===== src/rtl/serial_adder_pkg.sv =====
// Purpose : shared constants and FSM state encoding for the bit-serial adder.
// Latency : n/a (declarations only).
// Backpressure: n/a.
package serial_adder_pkg;

    localparam int DEFAULT_WIDTH = 8;

    typedef enum logic [1:0] {
        IDLE = 2'd0,
        RUN  = 2'd1,
        DONE = 2'd2
    } state_t;

endpackage


===== src/rtl/serial_adder_if.sv =====
// Purpose : start/done handshake plus operand and result bus for serial_adder.
// Latency : n/a (wiring only).
// Backpressure: none; start is only honoured while the adder is idle.
//
// Signals: start, a, b   requester -> adder
//          busy, done, sum, c_out   adder -> requester
interface serial_adder_if
    import serial_adder_pkg::*;
#(
    parameter int WIDTH = DEFAULT_WIDTH
);

    logic             start;
    logic [WIDTH-1:0] a;
    logic [WIDTH-1:0] b;
    logic             busy;
    logic             done;
    logic [WIDTH-1:0] sum;
    logic             c_out;

    modport master (
        output start, a, b,
        input  busy, done, sum, c_out
    );

    modport slave (
        input  start, a, b,
        output busy, done, sum, c_out
    );

endinterface


===== src/rtl/serial_adder_full_adder_bit.sv =====
// Purpose : combinational 1-bit full adder built from two half-adder stages.
// Latency : 0 cycles (pure combinational).
// Backpressure: n/a.
//
// Ports: a_i, b_i, c_i operand bits and carry in; s_o sum bit; c_o carry out.
module full_adder_bit (
    input  logic a_i,
    input  logic b_i,
    input  logic c_i,
    output logic s_o,
    output logic c_o
);

    logic p1;   // first half adder: propagate
    logic g1;   // first half adder: generate
    logic g2;   // second half adder: carry from propagate + carry-in

    assign p1  = a_i ^ b_i;
    assign g1  = a_i & b_i;
    assign s_o = p1 ^ c_i;
    assign g2  = p1 & c_i;
    assign c_o = g1 | g2;

endmodule


===== src/rtl/serial_adder.sv =====
// Purpose : bit-serial WIDTH-bit unsigned adder, LSB first, one carry flop.
// Latency : done and result WIDTH edges after the accepting edge; WIDTH+2 cycles per add.
// Backpressure: start is ignored (not queued) while busy or done is high.
//
// Ports: clk, rst_n (async active-low); bus (slave) carries start/a/b in and
//        busy/done/sum/c_out out. sum and c_out change only at completion.
module serial_adder
    import serial_adder_pkg::*;
#(
    parameter int WIDTH = DEFAULT_WIDTH
) (
    input  logic          clk,
    input  logic          rst_n,
    serial_adder_if.slave bus
);

    localparam int CNT_W = $clog2(WIDTH);

    state_t             state_q, state_d;
    logic [WIDTH-1:0]   sa_q, sa_d;
    logic [WIDTH-1:0]   sb_q, sb_d;
    logic [WIDTH-1:0]   res_q, res_d;
    logic [WIDTH-1:0]   sum_q, sum_d;
    logic               carry_q, carry_d;
    logic               c_out_q, c_out_d;
    logic [CNT_W-1:0]   cnt_q, cnt_d;

    logic               fa_s;
    logic               fa_c;
    logic [WIDTH-1:0]   res_shift;

    full_adder_bit u_fa (
        .a_i (sa_q[0]),
        .b_i (sb_q[0]),
        .c_i (carry_q),
        .s_o (fa_s),
        .c_o (fa_c)
    );

    // New sum bit enters at the MSB so that after WIDTH shifts bit 0 holds the LSB.
    assign res_shift = {fa_s, res_q[WIDTH-1:1]};

    always_comb begin
        state_d = state_q;
        sa_d    = sa_q;
        sb_d    = sb_q;
        res_d   = res_q;
        sum_d   = sum_q;
        carry_d = carry_q;
        c_out_d = c_out_q;
        cnt_d   = cnt_q;

        case (state_q)
            IDLE: begin
                if (bus.start) begin
                    sa_d    = bus.a;
                    sb_d    = bus.b;
                    res_d   = '0;
                    carry_d = 1'b0;
                    cnt_d   = '0;
                    state_d = RUN;
                end
            end
            RUN: begin
                sa_d    = {1'b0, sa_q[WIDTH-1:1]};
                sb_d    = {1'b0, sb_q[WIDTH-1:1]};
                res_d   = res_shift;
                carry_d = fa_c;
                cnt_d   = cnt_q + CNT_W'(1);
                // Last bit: publish straight from the shift value so the final
                // bit is included without an extra cycle.
                if (cnt_q == CNT_W'(WIDTH - 1)) begin
                    sum_d   = res_shift;
                    c_out_d = fa_c;
                    cnt_d   = '0;
                    state_d = DONE;
                end
            end
            DONE: begin
                state_d = IDLE;
            end
            default: begin
                state_d = IDLE;
            end
        endcase
    end

    always_ff @(posedge clk or negedge rst_n) begin
        if (!rst_n) begin
            state_q <= IDLE;
            sa_q    <= '0;
            sb_q    <= '0;
            res_q   <= '0;
            sum_q   <= '0;
            carry_q <= 1'b0;
            c_out_q <= 1'b0;
            cnt_q   <= '0;
        end else begin
            state_q <= state_d;
            sa_q    <= sa_d;
            sb_q    <= sb_d;
            res_q   <= res_d;
            sum_q   <= sum_d;
            carry_q <= carry_d;
            c_out_q <= c_out_d;
            cnt_q   <= cnt_d;
        end
    end

    assign bus.busy  = (state_q == RUN);
    assign bus.done  = (state_q == DONE);
    assign bus.sum   = sum_q;
    assign bus.c_out = c_out_q;

endmodule

===== src/flat_wrapper.sv =====
// flat-port wrapper written by rule: the top's interface ports become plain ports
module serial_adder_flat import serial_adder_pkg::*;
#(
    parameter int WIDTH = DEFAULT_WIDTH
)
  (clk, rst_n, bus_start, bus_a, bus_b, bus_busy, bus_done, bus_sum, bus_c_out);
  serial_adder_if #(.WIDTH(WIDTH)) bus_i ();
  input  logic clk;
  input  logic rst_n;
  input wire logic [$bits(bus_i.start)-1:0] bus_start;
  input wire logic [$bits(bus_i.a)-1:0] bus_a;
  input wire logic [$bits(bus_i.b)-1:0] bus_b;
  output wire logic [$bits(bus_i.busy)-1:0] bus_busy;
  output wire logic [$bits(bus_i.done)-1:0] bus_done;
  output wire logic [$bits(bus_i.sum)-1:0] bus_sum;
  output wire logic [$bits(bus_i.c_out)-1:0] bus_c_out;
  assign bus_i.start = bus_start;
  assign bus_i.a = bus_a;
  assign bus_i.b = bus_b;
  assign bus_busy = bus_i.busy;
  assign bus_done = bus_i.done;
  assign bus_sum = bus_i.sum;
  assign bus_c_out = bus_i.c_out;
  serial_adder #(.WIDTH(WIDTH)) u_core (.clk(clk), .rst_n(rst_n), .bus(bus_i));
endmodule

===== config.mk =====
export PLATFORM = sky130hd
export DESIGN_NAME = serial_adder_flat
export DESIGN_NICKNAME = d
export VERILOG_FILES = /design/src/rtl/serial_adder_pkg.sv /design/src/rtl/serial_adder_if.sv /design/src/rtl/serial_adder_full_adder_bit.sv /design/src/rtl/serial_adder.sv /design/src/flat_wrapper.sv
export SDC_FILE = /design/constraint.sdc
export NUM_CORES = 1
export LEC_CHECK = 0
export ABC_CLOCK_PERIOD_IN_PS = 1900
export CAP_MARGIN = 0
export CORE_MARGIN = 2
export CORE_UTILIZATION = 52
export CTS_BUF_LIST = sky130_fd_sc_hd__clkbuf_16
export DETAILED_ROUTE_END_ITERATION = 7
export PLACE_DENSITY = 0.85
export SLEW_MARGIN = 40
export SYNTH_ARGS = -nofsm -noshare
export SYNTH_HDL_FRONTEND = slang
export SYNTH_SLANG_ARGS = --single-unit

===== constraint.sdc =====
create_clock -name clk -period 1.9 [get_ports clk]
set_input_delay 0.38 -clock clk [delete_from_list [all_inputs] [get_ports clk]]
set_output_delay 0.38 -clock clk [all_outputs]
set_load 0.03 [all_outputs]

# Yosys cells after proc, flatten, opt, wreduce, memory -nomap -nowiden
# Index checks and enable logic that the tools add are counted.
# totals
ff_bits,39
in_bits,19
out_inout_bits,11
# op_classes
n_addsub,1
eq_ne,5
n_mux,14
bitwise,5
n_reduce_logical,5
# op_table
op,count
$pmux W8 S2,3
$mux W8,3
$mux W3,2
$pmux W3 S2,1
$reduce_and A2 Y1,3
$mux W2,2
$pmux W2 S2,1
$add A3 B1 Y3 const B,1
$eq A3 B3 Y1 const B,1
$and A1 B1 Y1,2
$eq A2 B1 Y1 const B,1
$eq A2 B2 Y1 const B,1
$logic_not A2 Y1,1
$ne A2 B1 Y1 const B,1
$ne A2 B2 Y1 const B,1
$pmux W1 S2,1
$reduce_bool A2 Y1,1
$xor A1 B1 Y1,2
$mux W1,1
$or A1 B1 Y1,1

# Longest topological paths before layout
# depth
depth_word,4
depth_mapped,5
depth_no_buf,4

# By module
# From an unflattened synthesis, not the netlist that was laid out.
# hier_totals
hier_cells,133
hier_area_um2,1644.1
# modules_own_cells
module,n_inst,cells_per_inst,area_each_um2,seq_area_each_um2
serial_adder,1,132,1624.1,950.9
full_adder_bit,1,1,20.0,0.0

# Worst setup path after synthesis
# No wires, ideal clock.
# synth_path
kind,register to register
start,reg u_core.cnt_q[0]
end,reg u_core.c_out_q (netlist: u_core.bus.c_out)
setup_ps,125
arrival_time_ps,1321
t_required_ps,1775
setup_slack_ps,454
path_stages_with_launch,6
path_buffers,1
synth_period_minus_slack_ps,1446
path_cell_list,dfrtp_1 > ha_1 > ha_1 > nand3b_4 > buf_6 > mux2_4
# synth_via
elab_chain_len,2
# synth_rtl
element,line,rtl
"start, declared",serial_adder.sv:26,"logic [CNT_W-1:0] cnt_q, cnt_d;"
"start signal, assigned",serial_adder.sv:106,cnt_q <= cnt_d;
$eq A3 B3 Y1,serial_adder.sv:72,if (cnt_q == CNT_W'(WIDTH - 1)) begin
$reduce_and A2 Y1 (no line),-,
"end signal, assigned",serial_adder.sv:105,c_out_q <= c_out_d;
"end, declared",serial_adder.sv:25,"logic c_out_q, c_out_d;"
# No other way between the ends.
# A chain may end at the register's enable or synchronous reset.

# Worst setup path after layout
# layout_path
start,reg u_core.state_q[0]
end,out bus_busy
# layout_via
elab_chain_len,1
# layout_rtl
element,line,rtl
"start, declared",serial_adder.sv:19,"state_t state_q, state_d;"
"start signal, assigned",serial_adder.sv:99,state_q <= state_d;
$eq A2 B1 Y1,serial_adder.sv:110,assign bus.busy = (state_q == RUN);
"end, declared",flat_wrapper.sv:13,output wire logic [$bits(bus_i.busy)-1:0] bus_busy;
# No other way between the ends.

==> metrics.md <==
| Metric | Value |
|---|---|
| Area leader, netlist | dfrtp_1 |
| Synth Area in Adders | 2.560% |
| CP Max Fanout | 29 |
| Yosys warns | 0 |
| Startpoint Class | flop |
| Largest net degree at the start of global routing | 39 |
| # diodes | 0 |
| CP bufs+invs | 2 |
| DR vias/cell | 5.664 |
| Multi-input logic area | 670.6 um2 |
| DRT Pass-1 Iters | 4 |
| Vias in the first global route | 1265 |
| Clk_lat worst skew | 280 ps |
| IO Pins | 30 |
| Clock Skews | 2.173 ps |
| Initial antenna violation count | 0 |
| Final setup fails | 0 |
| Final Hold Vio Count | 0 |
| Die W | 62.17 um |
| Initial Utilization | 53.56% |
| Sequential cell area | 950.9 um2 |
| Most frequent cells in the layout | 38 x dfrtp_1, 27 x clkdlybuf4s50_1, 15 x inv_1 |
| CP Class | reg2out |
| Max-slew violations | 0 |
| Critical path cell sequence | buf_4 > nor2b_1 > buf_4 |
| Simple-gate area share of the yosys netlist | 13.80% |
| Hold_buf cts | 0 |
| Main combinational cell family by area after synthesis | compound AO/OA/AOI/OAI gates |
| Cell area after layout | 0.002228 mm2 |
| Post-synth EDFFs | 0 |
| Post-Route WL | 3.522 mm |
| Synth Register Bits | 38 |
| Hold WS | 507.6 ps |
| Leakage | 1.023 nW |
| Cells after synthesis | 135 |
| Peak supply drop | 1047 uV |
| Ys flop type | dfrtp_1 |
| Seq/Total Area, Yosys | 54.05% |
| Global-route wire length before repair | 6.251 mm |
| Yosys cell types | 20 |
| Die Height | 62.17 um |
| IO Port Bufs | 29 |
| H-tree levels | 2 |
| Nature of the critical path endpoint | output pin |
| Gp weighted congestion | 0.7765 |
| Top post-synthesis cells by area | dfrtp_1 54%, mux2_4 7.7%, nor4b_1 7.0%, a22o_1 6.5%, nor3b_1 4.7% |
| Vias | 1195 |
| Final period util | 89.84% |
| Number of core rows | 21 |
| Synth Area in XOR/XNOR | 0% |
| Post-Place Worst Slack | 50.37 ps |
| Post-synthesis compound-gate area fraction | 14.08% |
| Worst hold stages | 1 |
| Most common cell on crit path | buf_4 |
| CTS tree | yes |
| Slew headroom | 57.18% |
| Hold Crit Endpoint | u_core.bus.sum[4] |
| Critical Path AT | 1330 ps |
| Layout Nets | 186 |
| Post-synthesis mux area share | 7.681% |
| Core area | 0.003284 mm2 |
| Worst r2r dst | u_core.sa_q[0] |
| Clock root buffer | clkbuf_16 |
| Synth top area share | 54.05% |
| Setup ws final | 193.1 ps |
| Reg clk slew, reported paths | 60 ps |
| Clk buf depth | 2 |
| Avg Inst Size Synth | 13.03 um2 |
| Status | complete, no violations |
| Achievable frequency | 585.9 MHz |
| Die area | 0.003864 mm2 |
| Worst R2R Start | u_core.state_q[0] |
| Pwr dens | 1747 mW/mm2 |
| Area Overhead vs Synth | 26.67% |
| Worst Tran Pin Value | 640.7 ps |
| Total clock buffers created by CTS | 5 |
| Worst hold path type | reg2reg |
| Gr ovfl total | 0 |
| TritonCTS Sinks | 38 |
| MaxCap Viol Count | 0 |
| Post-synth ARST share | 100.0% |
| Post-route ant nets | 0 |
| Wirelength per Cell | 16.69 um |
| # fillers | 251 |
| GRT Overall Usage | 20.96% |
| Post-DP Area | 0.002061 mm2 |
| CP peak stage delay | 340 ps |
| Crit path time final | 1707 ps |
| Top delay family on crit path | buffers and inverters |
| First-iteration detailed-routing DRC count | 37 |
| HP Start | u_core.bus.sum[4] |
| Drc violations | 0 |
| CP max-delay cell | dfrtp_1 |
| Layout cells sized above 1 | 15.15% |
| Synthesized area | 0.001759 mm2 |
| Syn nets | 157 |
| Final HPWL DP | 2.307 mm |
| Reg2Reg Setup Slack | 360 ps |
| Commonest non-fill, non-tap cell in the layout | dfrtp_1 |
| Cells on worst reg2reg path | 3 |
| CP required | 1520 ps |
| TNS Setup | 0 ps |
| RSZ-0062 raised after global routing | no |
==> worst reg2reg max path: stages (launching register included) <==
cell and delay, ps:
dfrtp_1 370, buf_4 230, o21bai_4 570, a221oi_1 190
==> report_power, final <==
part / switching (W) / internal, W / total, W
clock network: 0.000319 / 0.000614 / 0.000932
logic: 0.000773 / 0.000776 / 0.00155
registers: 0.000228 / 0.00118 / 0.00141
total: 0.00132 / 0.00257 / 0.00389
==> worst max-delay path by stage <==
stage / from / endpoint / slack [ps] / depth (start not counted)
after floorplan: u_core.cnt_q[0] / u_core.bus.c_out / 450 / 5
after global placement: bus_start / u_core.sa_q[2] / 150 / 3
after detailed placement: bus_start / u_core.sa_q[0] / 50 / 3
after CTS: u_core.state_q[0] / bus_done / 10 / 2
after global routing: u_core.state_q[0] / bus_busy / 110 / 3
final: u_core.state_q[0] / bus_busy / 190 / 3
==> cell families after synthesis <==
family | Yosys count
DFF | 38
AOI/OAI and AO/OA | 29
and+or+nand+nor | 29
buffers and inverters | 27
muxes | 9
adders and majority gates | 3
==> cells in the mapped netlist (all sizes together), types with 2 or more instances <==
master / number
a211oi: 10
a221oi: 4
a22o: 13
buf: 10
clkbuf: 2
dfrtp: 38
ha: 2
inv: 15
mux2: 9
nor3b: 11
nor4b: 14
==> metrics by stage <==
stage                     utilization [%]  cells  total power, W
after global placement              62.74    203        0.002874
after global routing                67.85    211        0.004145
after floorplan                         -    135        0.002531
after CTS                           67.77    211        0.003917
after detailed placement            62.74    203        0.002971
final                               67.85    211        0.003893
==> repair_timing <==
action,4_1_cts,5_1_grt
resized for setup,0,1
setup buffers,0,0
hold endpoints to repair,0,0
setup endpoints to repair,0,1
==> routing by layer <==
metal	GRT usage [%]	share of wire [%]	vias up
met5	0	0	-
met4	7.500	2.0	0
met3	5.978	4.6	8
met2	33.83	49	33
met1	27.22	44	598
li1	-	-	556
==> registers in the layout (all words and copies together), names as in the netlist <==
signal / cells
u_core.bus.sum: 8
u_core.bus.c_out: 1
u_core.sb_q: 8
u_core.carry_q: 1
u_core.cnt_q: 3
u_core.res_q: 7
u_core.state_q: 2
u_core.sa_q: 8
==> area by class of cell <==
cell class | instances | share of cell area [%]
flip-flops and latches | 38 | 42.67
multi-input cells | 70 | 30.10
repair buffers | 34 | 14.71
clock buffers | 5 | 5.615
well taps | 46 | 2.583
inverters | 15 | 2.527
clock inverters | 3 | 1.797
(Power assumes the default switching activity.)
